[config.mk]
export PLATFORM = sky130hd
export DESIGN_NAME = fetch_stage_ifid
export DESIGN_NICKNAME = d
export VERILOG_FILES = /design/src/rtl/fetch_stage_ifid.sv
export SDC_FILE = /design/constraint.sdc
export NUM_CORES = 1
export LEC_CHECK = 0
export ABC_AREA = 1
export CORE_MARGIN = 3
export CORE_UTILIZATION = 39
export CTS_CLUSTER_DIAMETER = 30
export DETAILED_ROUTE_END_ITERATION = 10
export PLACE_DENSITY = 0.86
export SLEW_MARGIN = 10
export SYNTH_ARGS = -nofsm -noshare
export SYNTH_HDL_FRONTEND = slang
export SYNTH_SLANG_ARGS = --single-unit
[constraint.sdc]
create_clock -name clk -period 1.6 [get_ports clk]
set_clock_uncertainty 0.15 [all_clocks]
set_input_delay 0.16 -clock clk [delete_from_list [all_inputs] [get_ports clk]]
set_output_delay 0.16 -clock clk [all_outputs]
set_load 0.01 [all_outputs]
[src/rtl/fetch_stage_ifid.sv]
// Instruction-fetch stage: owns the PC, feeds the instruction memory address and
// captures the returned instruction into the IF/ID register (stall, redirect, halt).
module fetch_stage_ifid #(
  parameter int unsigned IMEM_BYTES = 32,
  parameter logic [31:0] RESET_PC   = 32'h0,
  parameter int unsigned CNT_W      = 16
) (
  input  logic             clk,
  input  logic             reset,
  input  logic             stall,
  input  logic             redirect_en,
  input  logic [31:0]      redirect_pc,
  input  logic [31:0]      Instruction_Code,
  output logic [31:0]      PC,
  output logic [31:0]      IFID_Instr,
  output logic [31:0]      IFID_PC4,
  output logic             IFID_valid,
  output logic             halted,
  output logic [CNT_W-1:0] fetch_count
);

  typedef enum logic {
    RUN  = 1'b0,
    HALT = 1'b1
  } state_t;

  localparam logic [31:0] LAST_PC = 32'(IMEM_BYTES - 4);

  state_t             state_q, state_d;
  logic [31:0]        pc_d, instr_d, pc4_d;
  logic               valid_d;
  logic [CNT_W-1:0]   count_d;
  logic [31:0]        pc_plus4;
  logic               out_of_range;
  logic               unused_redirect_lsbs;

  assign pc_plus4             = PC + 32'd4;
  assign out_of_range         = (PC > LAST_PC);
  // Byte-offset bits of a redirect target are dropped to keep the PC word-aligned.
  assign unused_redirect_lsbs = ^redirect_pc[1:0];
  assign halted               = (state_q == HALT);

  always_comb begin
    // NOTE: every next-value is first defaulted to "hold"; any branch that skips an
    // assignment then keeps the register value instead of inferring a latch.
    state_d = state_q;
    pc_d    = PC;
    instr_d = IFID_Instr;
    pc4_d   = IFID_PC4;
    valid_d = IFID_valid;
    count_d = fetch_count;

    if (redirect_en) begin
      // Redirect wins in either state and flushes whatever IF/ID holds.
      state_d = RUN;
      pc_d    = {redirect_pc[31:2], 2'b00};
      instr_d = '0;
      pc4_d   = '0;
      valid_d = 1'b0;
    end else begin
      case (state_q)
        RUN: begin
          if (out_of_range) begin
            state_d = HALT;
            instr_d = '0;
            pc4_d   = '0;
            valid_d = 1'b0;
          end else if (!stall) begin
            pc_d    = pc_plus4;
            instr_d = Instruction_Code;
            pc4_d   = pc_plus4;
            valid_d = 1'b1;
            count_d = fetch_count + CNT_W'(1);
          end
        end
        HALT: begin
          instr_d = '0;
          pc4_d   = '0;
          valid_d = 1'b0;
        end
        default: state_d = RUN;
      endcase
    end
  end

  always_ff @(posedge clk) begin
    // NOTE: sequential state uses non-blocking assignments so every register samples
    // the pre-edge values regardless of statement order.
    if (reset) begin
      state_q     <= RUN;
      PC          <= RESET_PC;
      IFID_Instr  <= '0;
      IFID_PC4    <= '0;
      IFID_valid  <= 1'b0;
      fetch_count <= '0;
    end else begin
      state_q     <= state_d;
      PC          <= pc_d;
      IFID_Instr  <= instr_d;
      IFID_PC4    <= pc4_d;
      IFID_valid  <= valid_d;
      fetch_count <= count_d;
    end
  end

endmodule

==> key figures <==
Global routing
  – First-pass GRT wire length: 22.2 mm
  – GRT Residual Overflow: 0
  – Total track usage: 21.0%
  – Pin count of the biggest net entering global routing: 47
  – Initial antenna violation count: 0
  – Number of global-route vias before repair: 4,563

STA
  – Final Critical Period: 1800 ps
  – Setup TNS: -12,750 ps
  – Hold Vio Cnt, Final: 0
  – Fmax: 557 MHz
  – Worst setup margin: -197 ps
  – Fin. max-slew vios: 0
  – Worst-margin pin slew: 508 ps
  – Final setup violation count: 109
  – Final Cycle Share: 112%
  – Relative slew slack: 66.1%
  – RSZ-0062 raised after global routing: yes
  – WHS: 214 ps

Route
  – Vias after detailed routing: 4,704
  – DR vias/cell: 4.97
  – Remaining antenna violation count: 0
  – Drt initial violations: 275
  – DRT Pass-1 Iters: 4
  – DRC: 0
  – Routed length per placed instance: 15.1 um
  – Final wirelength: 14.3 mm

Place
  – GPL Wtd Cong: 0.841
  – Setup WS pre-CTS: -188 ps
  – Port Buf Inserts: 175
  – Hpwl dp: 9.53 mm
  – Placed Cells: 918

Yosys
  – Syn Area/Cell: 7.76 um2
  – Top_reg_cell synth: dfxtp_1
  – Asr flop ratio synth: 0%
  – Synth top area share: 49.3%
  – Area of the mapped netlist: 4460 um2
  – Warnings, synthesis: 0
  – Sequential area share after synthesis: 49.3%
  – Most frequent cell after synthesis: nand2_1
  – Post-synth EDFFs: 0
  – Synth unique cells: 34
  – Flops & latches, synth: 110
  – Synth area leaders: dfxtp_1, nand2_1, nand3_1
  – Synth Instances: 575
  – Area leader, netlist: dfxtp_1
  – List of most frequent post-synthesis cells: nand2_1, dfxtp_1, nand3_1

Critical path
  – Crit path cell chain: nor2_2 -> nand2_1 -> nor2_2 -> nand2_2 -> buf_12 -> nor2_8 -> buf_12 -> clkbuf_16 -> nand3_1 -> a21oi_1
  – CP max stage delay: 330 ps
  – Startpoint Class: register
  – CP delay by family, top: simple AND/OR/NAND/NOR gates
  – CP Buf/Inv Count: 3
  – Critical path endpoint category: register
  – Reg2Reg Launch Point: PC[6]$_SDFFE_PP0P_
  – Critical Path AT: 1920 ps
  – CP required: 1720 ps
  – Start point of the critical path: PC[6]$_SDFFE_PP0P_
  – Setup CP Type: register to register
  – Critical path's slowest cell: dfxtp_2
  – CP max FO: 12

Power and ir drop
  – Lkg Pwr: 3.16 nW
  – Pwr Density: 753 nW/um2
  – Combinational share of power: 11.4%
  – Seq pwr share: 50.0%
  – Net Sw Power: 1.40 mW
  – Power consumption: 5.62 mW
  – Net Sw Frac: 25.0%
  – Pint: 4.22 mW
  – Clock network power share: 38.6%
  – Worst VDD drop: 520 uV

Flow run
  – Max Cap Viol: 0

Status
  – Outcome: finished with violations
  – Violated checks: setup timing

Min path
  – HP Class: input port to register
  – Min-delay src: Instruction_Code[2]

Clocking
  – Clk slew on worst S/H paths: 80 ps
  – Worst skew pair latency: 340 ps
  – CTS tree: built
  – H-tree depth: 3
  – Clock root buffer: clkbuf_16
  – CTS buffer count: 9
  – Max clock buf depth: 2
  – Num Clock Sinks: 110

Cells and area
  – Final net count: 871
  – Fillers: 901
  – Post-Layout Cell Count: 946
  – Share of layout cells above drive strength 1: 20.1%
  – Area growth from synthesis to layout: 67.3%
  – N_diodes: 0

Floorplanning
  – Core area: 11,000 um2
  – # IOs: 182
  – Die Y: 113 um
  – Initial Utilization: 40.5%
  – Die area: 12,800 um2
  – Die extent in x: 113 um
  – Row cnt: 38
layer usage:
layer | up-vias | part of all wire, % | global-route usage [%]
met5 | - | 0 | 0
met3 | 29 | 7.0 | 5.40
met4 | 0 | 2.6 | 7.53
met1 | 2160 | 42 | 25.7
met2 | 168 | 49 | 35.7
li1 | 2347 | - | -
cells by family (layout without fill, tap and decap cells):
family	Yosys count	in the layout	share of synthesized area, %
AOI/OAI and AO/OA	85	85	9.92
xor gates and xnor gates	7	7	1.37
adders and majority gates	2	2	0.560
buffers and inverters	65	293	6.95
DFF	110	110	49.3
other	1	4	0.0840
and+or+nand+nor	305	305	31.8
worst paths after layout:
path	end	slack [ps]	cells past startpoint
worst max-delay path	IFID_Instr[15]$_SDFFE_PP0P_	-200	10
worst min-delay path	IFID_Instr[2]$_SDFFE_PP0P_	210	3
worst max register to register	IFID_Instr[15]$_SDFFE_PP0P_	-200	10
worst min register to register	IFID_PC4[22]$_SDFFE_PP0P_	280	2
layout by cell type (no fill, tap or decap), types with 4 or more instances in the layout:
cell / Yosys / final
nor3b_2: 3 / 9
dlymetal6s2s_1: 0 / 14
inv_1: 22 / 22
nor2_1: 45 / 38
nand3_1: 79 / 75
a21oi_1: 78 / 66
nand3_2: 2 / 6
dlygate4sd2_1: 0 / 38
nand4_1: 8 / 8
nand2_2: 3 / 6
dfxtp_2: 0 / 17
buf_12: 0 / 6
dfxtp_1: 110 / 93
clkdlybuf4s50_1: 0 / 123
nand2_1: 142 / 136
nand2_4: 1 / 4
nor2_2: 1 / 8
a21oi_2: 0 / 12
clkbuf_16: 0 / 13
xnor2_1: 4 / 4
nand3b_1: 6 / 6
buf_6: 5 / 6
conb_1: 1 / 4
buf_4: 4 / 57
buf_16: 0 / 4
sequential cells by signal (all words and copies together) (netlist names):
register and count:
IFID_Instr 32, IFID_PC4 30, PC 30, fetch_count 16, IFID_valid 1, halted 1
timing repair:
action,CTS,global route
pin swaps,0,18
hold buffers,0,0
buffers inserted,3,1
resized for setup,72,48
setup endpoints to repair,149,123
cloned,3,5
power by group through the flow:
stage | Sequential, mW | Combinational [mW] | Clock, mW
global placement | 2.87 | 0.631 | 0
CTS | 2.81 | 0.618 | 2.21
detailed placement | 2.87 | 0.635 | 0
floorplan | 2.90 | 0.220 | 0
finish | 2.81 | 0.644 | 2.17
global route | 2.82 | 0.700 | 2.32
area by class of cell:
type                    count  area (um2)  share of cell area, %
clock buffers               9         225                   3.02
clock inverters             7        67.6                  0.905
flip-flops and latches    110        2220                   29.8
repair buffers            253        2580                   34.6
well taps                 140         175                   2.35
inverters                  24        90.1                   1.21
multi-input cells         403        2110                   28.2
tightest hold or removal path: cells and delay by family:
family | cells | cell delay, ps
buffers and inverters | 1 | 390
AND/OR/NAND/NOR | 1 | 60
AO/OA/AOI/OAI | 1 | 50
stage by stage:
step | cell area, um2 | utilization [%]
after floorplan | 4480 | -
after CTS | 7190 | 65.2
after global placement | 6750 | 61.2
after global routing | 7470 | 67.7
final | 7470 | 67.7
after detailed placement | 6750 | 61.2
Power figures use the tool's default switching activity.
